$ cat src/rtl/vga_pkg.sv
// Shared VGA mode constants and helpers for the timing generator and its axis counters.
// Default mode is 640x480@60; an 800x600@72 set is provided for other boards.
package vga_pkg;

  function automatic int axis_total(input int active, input int fp, input int sync, input int bp);
    return active + fp + sync + bp;
  endfunction

  function automatic int sync_start(input int active, input int fp);
    return active + fp;
  endfunction

  function automatic int sync_end(input int active, input int fp, input int sync);
    return active + fp + sync - 1;
  endfunction

  localparam int VGA640_H_ACTIVE = 640;
  localparam int VGA640_H_FP     = 16;
  localparam int VGA640_H_SYNC   = 96;
  localparam int VGA640_H_BP     = 48;
  localparam int VGA640_V_ACTIVE = 480;
  localparam int VGA640_V_FP     = 10;
  localparam int VGA640_V_SYNC   = 2;
  localparam int VGA640_V_BP     = 33;
  localparam bit VGA640_HS_POL   = 1'b0;
  localparam bit VGA640_VS_POL   = 1'b0;
  localparam int VGA640_H_TOTAL  = axis_total(VGA640_H_ACTIVE, VGA640_H_FP, VGA640_H_SYNC, VGA640_H_BP);
  localparam int VGA640_V_TOTAL  = axis_total(VGA640_V_ACTIVE, VGA640_V_FP, VGA640_V_SYNC, VGA640_V_BP);
  localparam int VGA640_HS_START = sync_start(VGA640_H_ACTIVE, VGA640_H_FP);
  localparam int VGA640_HS_END   = sync_end(VGA640_H_ACTIVE, VGA640_H_FP, VGA640_H_SYNC);
  localparam int VGA640_VS_START = sync_start(VGA640_V_ACTIVE, VGA640_V_FP);
  localparam int VGA640_VS_END   = sync_end(VGA640_V_ACTIVE, VGA640_V_FP, VGA640_V_SYNC);

  localparam int VGA800_H_ACTIVE = 800;
  localparam int VGA800_H_FP     = 56;
  localparam int VGA800_H_SYNC   = 120;
  localparam int VGA800_H_BP     = 64;
  localparam int VGA800_V_ACTIVE = 600;
  localparam int VGA800_V_FP     = 37;
  localparam int VGA800_V_SYNC   = 6;
  localparam int VGA800_V_BP     = 23;
  localparam bit VGA800_HS_POL   = 1'b1;
  localparam bit VGA800_VS_POL   = 1'b1;
  localparam int VGA800_H_TOTAL  = axis_total(VGA800_H_ACTIVE, VGA800_H_FP, VGA800_H_SYNC, VGA800_H_BP);
  localparam int VGA800_V_TOTAL  = axis_total(VGA800_V_ACTIVE, VGA800_V_FP, VGA800_V_SYNC, VGA800_V_BP);
  localparam int VGA800_HS_START = sync_start(VGA800_H_ACTIVE, VGA800_H_FP);
  localparam int VGA800_HS_END   = sync_end(VGA800_H_ACTIVE, VGA800_H_FP, VGA800_H_SYNC);
  localparam int VGA800_VS_START = sync_start(VGA800_V_ACTIVE, VGA800_V_FP);
  localparam int VGA800_VS_END   = sync_end(VGA800_V_ACTIVE, VGA800_V_FP, VGA800_V_SYNC);

endpackage

$ cat src/rtl/vga_axis_counter.sv
// One timing axis (horizontal or vertical): wrapping position counter plus
// active-region and sync-window decode of the current position.
module vga_axis_counter
  import vga_pkg::*;
#(
  parameter int ACTIVE = VGA640_H_ACTIVE,
  parameter int FP     = VGA640_H_FP,
  parameter int SYNC   = VGA640_H_SYNC,
  parameter int BP     = VGA640_H_BP,
  parameter bit POL    = 1'b0,
  parameter int CW     = 11
) (
  input  logic          clk,
  input  logic          rst,
  input  logic          clr,
  input  logic          inc,
  output logic [CW-1:0] cnt,
  output logic          wrap,
  output logic          active,
  output logic          sync
);

  localparam int            TOTAL  = axis_total(ACTIVE, FP, SYNC, BP);
  localparam logic [CW-1:0] LAST   = CW'(TOTAL - 1);
  localparam logic [CW-1:0] ACT    = CW'(ACTIVE);
  localparam logic [CW-1:0] SS     = CW'(sync_start(ACTIVE, FP));
  localparam logic [CW-1:0] SE     = CW'(sync_end(ACTIVE, FP, SYNC));

  logic [CW-1:0] cnt_q, cnt_d;

  always_comb begin
    cnt_d = cnt_q;
    if (clr) begin
      cnt_d = '0;
    end else if (inc) begin
      cnt_d = (cnt_q == LAST) ? '0 : cnt_q + CW'(1);
    end
  end

  always_ff @(posedge clk or posedge rst) begin
    if (rst) begin
      cnt_q <= '0;
    end else begin
      cnt_q <= cnt_d;
    end
  end

  // wrap is the carry into the next axis, so it only fires on a real advance.
  assign cnt    = cnt_q;
  assign wrap   = inc && !clr && (cnt_q == LAST);
  assign active = (cnt_q < ACT);
  assign sync   = ((cnt_q >= SS) && (cnt_q <= SE)) ? POL : ~POL;

endmodule

$ cat src/rtl/vga_timing_gen.sv
// Parametrised VGA timing generator: pixel-clock divider, H/V counters, strobes,
// frame counter and registered, blanked colour/sync pins.
module vga_timing_gen
  import vga_pkg::*;
#(
  parameter int H_ACTIVE = VGA640_H_ACTIVE,
  parameter int H_FP     = VGA640_H_FP,
  parameter int H_SYNC   = VGA640_H_SYNC,
  parameter int H_BP     = VGA640_H_BP,
  parameter int V_ACTIVE = VGA640_V_ACTIVE,
  parameter int V_FP     = VGA640_V_FP,
  parameter int V_SYNC   = VGA640_V_SYNC,
  parameter int V_BP     = VGA640_V_BP,
  parameter bit HS_POL   = VGA640_HS_POL,
  parameter bit VS_POL   = VGA640_VS_POL,
  parameter int PIX_DIV  = 1,
  parameter int CW       = 11,
  parameter int RW       = 3,
  parameter int GW       = 3,
  parameter int BW       = 2,
  parameter int FCW      = 8
) (
  input  logic           clk,
  input  logic           rst,
  input  logic           en,
  input  logic [RW-1:0]  rin,
  input  logic [GW-1:0]  gin,
  input  logic [BW-1:0]  bin,
  output logic [CW-1:0]  hc,
  output logic [CW-1:0]  vc,
  output logic           pix_tick,
  output logic           line_start,
  output logic           frame_start,
  output logic [FCW-1:0] frame_cnt,
  output logic [RW-1:0]  rout,
  output logic [GW-1:0]  gout,
  output logic [BW-1:0]  bout,
  output logic           hs,
  output logic           vs,
  output logic           de
);

  localparam int            DW       = (PIX_DIV > 1) ? $clog2(PIX_DIV) : 1;
  localparam logic [DW-1:0] DIV_LAST = DW'(PIX_DIV - 1);

  logic [DW-1:0]  div_q, div_d;
  logic           tick, h_wrap, v_wrap, h_act, v_act, h_sync, v_sync, pix_active;
  logic           pix_tick_q, pix_tick_d, line_start_q, line_start_d;
  logic           frame_start_q, frame_start_d, de_q, de_d, hs_q, hs_d, vs_q, vs_d;
  logic [FCW-1:0] frame_cnt_q, frame_cnt_d;
  logic [RW-1:0]  r_q, r_d;
  logic [GW-1:0]  g_q, g_d;
  logic [BW-1:0]  b_q, b_d;

  // Handshake: pix_tick is a one-clk strobe with no back-pressure; hc/vc and
  // every pin register change only in clks where it is high and hold otherwise.
  assign tick       = en && (div_q == DIV_LAST);
  assign pix_active = h_act && v_act;

  always_comb begin
    div_d = div_q + DW'(1);
    if (!en || tick) begin
      div_d = '0;
    end
  end

  vga_axis_counter #(
    .ACTIVE(H_ACTIVE), .FP(H_FP), .SYNC(H_SYNC), .BP(H_BP), .POL(HS_POL), .CW(CW)
  ) u_h (
    .clk(clk), .rst(rst), .clr(!en), .inc(tick),
    .cnt(hc), .wrap(h_wrap), .active(h_act), .sync(h_sync)
  );

  vga_axis_counter #(
    .ACTIVE(V_ACTIVE), .FP(V_FP), .SYNC(V_SYNC), .BP(V_BP), .POL(VS_POL), .CW(CW)
  ) u_v (
    .clk(clk), .rst(rst), .clr(!en), .inc(h_wrap),
    .cnt(vc), .wrap(v_wrap), .active(v_act), .sync(v_sync)
  );

  // Pin registers capture the pixel the renderer saw during the period the tick closes.
  always_comb begin
    pix_tick_d    = tick;
    line_start_d  = h_wrap;
    frame_start_d = h_wrap && v_wrap;
    frame_cnt_d   = frame_cnt_q;
    de_d          = de_q;
    r_d           = r_q;
    g_d           = g_q;
    b_d           = b_q;
    hs_d          = hs_q;
    vs_d          = vs_q;
    if (h_wrap && v_wrap) begin
      frame_cnt_d = frame_cnt_q + FCW'(1);
    end
    if (tick) begin
      de_d = pix_active;
      r_d  = pix_active ? rin : '0;
      g_d  = pix_active ? gin : '0;
      b_d  = pix_active ? bin : '0;
      hs_d = h_sync;
      vs_d = v_sync;
    end
    if (!en) begin
      frame_cnt_d = '0;
      de_d        = 1'b0;
      r_d         = '0;
      g_d         = '0;
      b_d         = '0;
      hs_d        = ~HS_POL;
      vs_d        = ~VS_POL;
    end
  end

  always_ff @(posedge clk or posedge rst) begin
    if (rst) begin
      div_q         <= '0;
      pix_tick_q    <= 1'b0;
      line_start_q  <= 1'b0;
      frame_start_q <= 1'b0;
      frame_cnt_q   <= '0;
      de_q          <= 1'b0;
      r_q           <= '0;
      g_q           <= '0;
      b_q           <= '0;
      hs_q          <= ~HS_POL;
      vs_q          <= ~VS_POL;
    end else begin
      div_q         <= div_d;
      pix_tick_q    <= pix_tick_d;
      line_start_q  <= line_start_d;
      frame_start_q <= frame_start_d;
      frame_cnt_q   <= frame_cnt_d;
      de_q          <= de_d;
      r_q           <= r_d;
      g_q           <= g_d;
      b_q           <= b_d;
      hs_q          <= hs_d;
      vs_q          <= vs_d;
    end
  end

  assign pix_tick    = pix_tick_q;
  assign line_start  = line_start_q;
  assign frame_start = frame_start_q;
  assign frame_cnt   = frame_cnt_q;
  assign de          = de_q;
  assign rout        = r_q;
  assign gout        = g_q;
  assign bout        = b_q;
  assign hs          = hs_q;
  assign vs          = vs_q;

endmodule

$ cat config.mk
export PLATFORM = sky130hd
export DESIGN_NAME = vga_timing_gen
export DESIGN_NICKNAME = d
export VERILOG_FILES = /design/src/rtl/vga_pkg.sv /design/src/rtl/vga_axis_counter.sv /design/src/rtl/vga_timing_gen.sv
export SDC_FILE = /design/constraint.sdc
export NUM_CORES = 1
export LEC_CHECK = 0
export ABC_AREA = 1
export CORE_MARGIN = 2
export CORE_UTILIZATION = 30
export DETAILED_ROUTE_END_ITERATION = 12
export GPL_ROUTABILITY_DRIVEN = 0
export HOLD_SLACK_MARGIN = 0.02
export SLEW_MARGIN = 15
export SYNTH_ARGS = -nofsm -noshare
export SYNTH_HDL_FRONTEND = slang
export SYNTH_SLANG_ARGS = --single-unit
$ cat constraint.sdc
create_clock -name clk -period 1.5 [get_ports clk]
set_clock_uncertainty 0.05 [all_clocks]
set_input_delay 0.15 -clock clk [delete_from_list [all_inputs] [get_ports clk]]
set_output_delay 0.15 -clock clk [all_outputs]
set_load 0.05 [all_outputs]
======== Yosys cells after proc, flatten, opt, wreduce, memory -nomap -nowiden ========
Index checks and enable logic that the tools add are counted.
operators by class
  add/sub/neg operators ................... 4
  order comparisons ....................... 6
  equal/unequal tests ..................... 5
  multiplexer cells ....................... 26
  bitwise gates (word level) .............. 1
  reduce and logical (&&, ||, !) cells .... 11
operator list
  cell                     number
  $mux W11                 6
  $add A11 B1 Y11 const B  2
  $eq A11 B10 Y1 const B   2
  $mux W3                  6
  $mux W8                  2
  $ge A11 B10 Y1 const B   1
  $ge A11 B9 Y1 const B    1
  $le A11 B10 Y1 const B   1
  $le A11 B9 Y1 const B    1
  $lt A11 B10 Y1 const B   1
  $lt A11 B9 Y1 const B    1
  $logic_and A1 B1 Y1      9
  $mux W1                  9
  $add A8 B1 Y8 const B    1
  $mux W2                  3
  $ne A2 B1 Y1 const B     3
  $add A1 B1 Y1 const B    1
  $logic_not A1 Y1         1
  $logic_or A1 B1 Y1       1
  $not A1 Y1               1
storage, ports and cells
  flip-flop bits (word level) ............. 45
  input port bits ......................... 11
  output and inout bits ................... 44
  word-level logic and storage cells ...... 66

======== Logic depth before layout (Yosys ltp) ========
  depth after elaboration ................. 9
  mapped depth ............................ 9

======== Cells and area by module ========
From an unflattened synthesis, not the netlist that was laid out.
second synthesis, totals
  cells, all modules ...................... 312
  area, all modules ....................... 2524.9 um2
by module, submodules not included
  module                  times used  cells an instance  area an instance (um2)  sequential area each (um2)
  vga_timing_gen          1           109                1042.2                  578.1
  vga_axis_counter (u_v)  1           104                747.0                   275.3
  vga_axis_counter (u_h)  1           99                 735.7                   275.3

======== Worst setup path before layout ========
Ideal clock, no wire load.
  path type ............................... register to register
  from .................................... register u_h.cnt_q[1], in the netlist u_h.cnt[1]
  to ...................................... register frame_cnt_q[2], in the netlist frame_cnt[2]
  data arrival time ....................... 1.706 ns
  path slack .............................. -0.376 ns
  cell stages (with the launch flop) ...... 9
  clock period less this slack ............ 1.876 ns
  path through ............................ dfrtp_1 ha_1 nand2_2 nor2_8 inv_1 nor2_2 nand3_2 nand3_1 nand2_1
between the ends
  word-level cells in the longest chain between the ends .. 6
RTL lines
  element                            RTL line                RTL
  start: declaration                 vga_axis_counter.sv:29  logic [CW-1:0] cnt_q, cnt_d;
  start signal: assignment           vga_axis_counter.sv:44  cnt_q <= cnt_d;
  $eq A11 B10 Y1 (*)                 vga_axis_counter.sv:50  assign wrap = inc && !clr && (cnt_q == LAST);
  $logic_and A1 B1 Y1 (*)            vga_axis_counter.sv:50
  $logic_and A1 B1 Y1 (2 in series)  vga_axis_counter.sv:50
  $logic_and A1 B1 Y1 (*)            vga_timing_gen.sv:93    if (h_wrap && v_wrap) begin
  $ne A2 B1 Y1 (no source line) (*)  -
  end signal: assignment             vga_timing_gen.sv:133   frame_cnt_q <= frame_cnt_d;
  end: declaration                   vga_timing_gen.sv:50    logic [FCW-1:0] frame_cnt_q, frame_cnt_d;
Every way passes the cells marked *; elsewhere a longest branch is shown, timed or not.
A chain may end at the register's enable or synchronous reset.

======== Worst setup path after layout ========
  from .................................... register u_h.cnt_q[1], in the netlist u_h.cnt[1]
  to ...................................... register u_v.cnt_q[9], in the netlist u_v.cnt[9]
between the ends
  word-level cells in the longest chain between the ends .. 3
RTL lines
  element                        RTL line
  $eq A11 B10 Y1                 vga_axis_counter.sv:50
  $logic_and A1 B1 Y1            vga_axis_counter.sv:50
  $ne A2 B1 Y1 (no source line)  -
  end signal: assignment         vga_axis_counter.sv:44
  end: declaration               vga_axis_counter.sv:29
Every way passes these cells.

==> metrics <==
initial antenna violation count=0; sw frac=0.260; Post-Synthesis Cells=341; drt first pass iters=4; Crit. Startpoint=u_h.cnt[1]; post-synthesis instance area=0.00257 mm^2; CTS tree=done; port bufs=54; Worst EP arrival=1.68 ns; # Max-Cap Violations=0; final setup margin=-0.0265 ns; internal reg-to-reg setup slack=-0.03 ns; Ys Warns=0; vias in the first global route=2505; fmax=655 MHz; top post-synthesis cells by count=90 x nand2_1, 51 x inv_1, 43 x dfrtp_1, 43 x nand3_1, 27 x o21ai_0; fraction of layout cells with a size suffix above 1=0.396; crit path time final=1.53 ns; setup TNS=-0.0500 ns; Worst Setup End Kind=flip-flop; Hold Path Class=input port to asynchronous set/reset pin; largest net degree at the start of global routing=24; Peak supply drop=323 uV; Hold Vio Cnt, Final=0; Synth Flop Type=dfrtp_1; IO Pins=55; H-tree levels=2; DIE AREA=0.00932 mm^2; most frequent cell after synthesis=nand2_1; power density cells=588 mW/mm^2; outcome=complete, but fails checks; CTS Sinks=45; Row Count=33; Avg Inst Size Synth=7.54 um^2; # DRC=0; total CTS buffers=5; Setup crit start kind=flip-flop; RSZ-0062 raised after global routing=yes; FILL cells=773; worst-path maximum fanout=8; Chip Width=96.6 um; Initial Util=0.311; vias per inst=4.73; gr usage total=0.157; Net Count, Synth=357; final setup vio count=4; internal power=1.85 mW; Post-synth ARST share=1.00; Clk network pwr share=0.381; Synth area leader=dfrtp_1; Root Buffer=clkbuf_8; count of different cell masters after synthesis=31; Synth-to-Final Area Change=65.0%; DP Area=0.00390 mm^2; post-synth top area share=0.419; Clk pin slew, worst setup/hold paths=0.09 ns; Req. time, crit path=1.65 ns; GR Overflow Total=0; Multi-input gate area=0.00138 mm^2; Final HPWL DP=5060 um; critical path class=flip-flop to flip-flop; Clock Tree Buf Depth=2; dominant cells by area after synthesis=dfrtp_1 42%, nand2_1 13%, nand3_1 8.4%; Max Slew Vio Count=0; antenna-violating nets left=0; Die Y=96.6 um; P_leak=2.09 nW; Post-synth EDFFs=0; CTS Hold Bufs=0; Worst R2R Start=u_h.cnt[1]; first-pass GRT wire length=11400 um; period utilization=1.02; Yosys reg bits=45; share of the yosys chip area belonging to registers=0.439; violated checks=setup timing; Comb power frac=0.118; Register Area=0.00115 mm^2; sequential power share=0.501; final WL=7150 um; DRT iter0 DRCs=112; final net count=464; Core Region=0.00826 mm^2; # diodes=0; per-cell routed wire length=12.9 um; Finished Cell Area=0.00424 mm^2; DR vias=2620; sw power=0.647 mW; worst skew pair latency=0.31 ns
sequential cells by signal, summed over array words and instances, names as in the netlist, 2 cells and up:
name       flops
bout           2
gout           3
frame_cnt      8
u_h.cnt       11
rout           3
u_v.cnt       11
power groups by stage:
stage	logic, mW	registers (mW)	clock network (mW)
3_5_place_dp	0.291	1.27	0
2_1_floorplan	0.0778	1.34	0
3_3_place_gp	0.286	1.27	0
4_1_cts	0.291	1.25	0.970
5_1_grt	0.318	1.25	1.02
6_report	0.295	1.25	0.949
worst max-delay path, stage by stage (launching register included):
cell and delay [ns]:
dfrtp_2 0.39, ha_4 0.16, nand2_4 0.07, nor2_8 0.12, nand4_4 0.22, nand2_4 0.20
inv_8 0.06, nand2_1 0.07, nand2_1 0.06
layout by cell type (no fill, tap or decap), types with 3 or more instances in the layout:
cell type,n
a21oi_1,6
buf_12,35
buf_4,57
clkbuf_8,5
clkdlybuf4s50_1,10
dfrtp_1,28
dfrtp_2,15
ha_1,3
inv_1,42
inv_2,12
nand2_1,82
nand2_2,10
nand2_4,3
nand3_1,32
nand3_2,10
nand4_1,11
nor2_1,19
nor2_2,5
nor2_4,8
o21ai_0,20
o21ai_1,7
xor2_1,4
per-stage QoR:
stage | instances | hold slack [ns] | power, mW | util | setup WS, ns
2_1_floorplan | 341 | 0.245 | 1.42 | - | -0.0769
3_3_place_gp | 537 | 0.410 | 1.56 | 0.472 | -0.0270
3_5_place_dp | 537 | 0.410 | 1.56 | 0.472 | -0.0622
4_1_cts | 545 | 0.0698 | 2.51 | 0.490 | 0.00581
5_1_grt | 554 | 0.0735 | 2.59 | 0.513 | -0.111
6_report | 554 | 0.0634 | 2.49 | 0.513 | -0.0265
repair_timing:
item,in CTS,in global routing
cloned,0,2
pin swaps,4,11
setup endpoints to repair,14,26
resized for setup,9,43
setup buffers,0,8
final timing paths:
kind,end,cells past startpoint
max,u_v.cnt[9],8
min,u_v.cnt[1],2
max reg2reg,u_v.cnt[9],8
min reg2reg,rout[1],2
max in group asynchronous,vs,3
min in group clk,rout[2],3
logic make-up after synthesis:
kind of cell	Yosys count	synth area share
buffers and inverters	62	0.0969
DFF	45	0.439
adders and majority gates	5	0.0243
and+or+nand+nor	184	0.341
other	1	0.00146
xor gates and xnor gates	4	0.0136
AOI/OAI and AO/OA	40	0.0833
routing by layer:
layer	vias up	part of all wire	track usage	wire length (um)
met5	-	0	0	0
met4	0	0.0094	0.0458	67
met3	8	0.065	0.0318	461
met2	89	0.49	0.252	3490
met1	1215	0.44	0.214	3120
li1	1308	-	-	-
final cells by class:
type / count / area share
timing repair buffer: 104 / 0.295
clock buffer: 5 / 0.0162
sequential: 45 / 0.271
multi-input combinational: 236 / 0.325
tap: 105 / 0.0310
inverter: 56 / 0.0516
clock inverter: 3 / 0.0109
(Power assumes the default switching activity.)
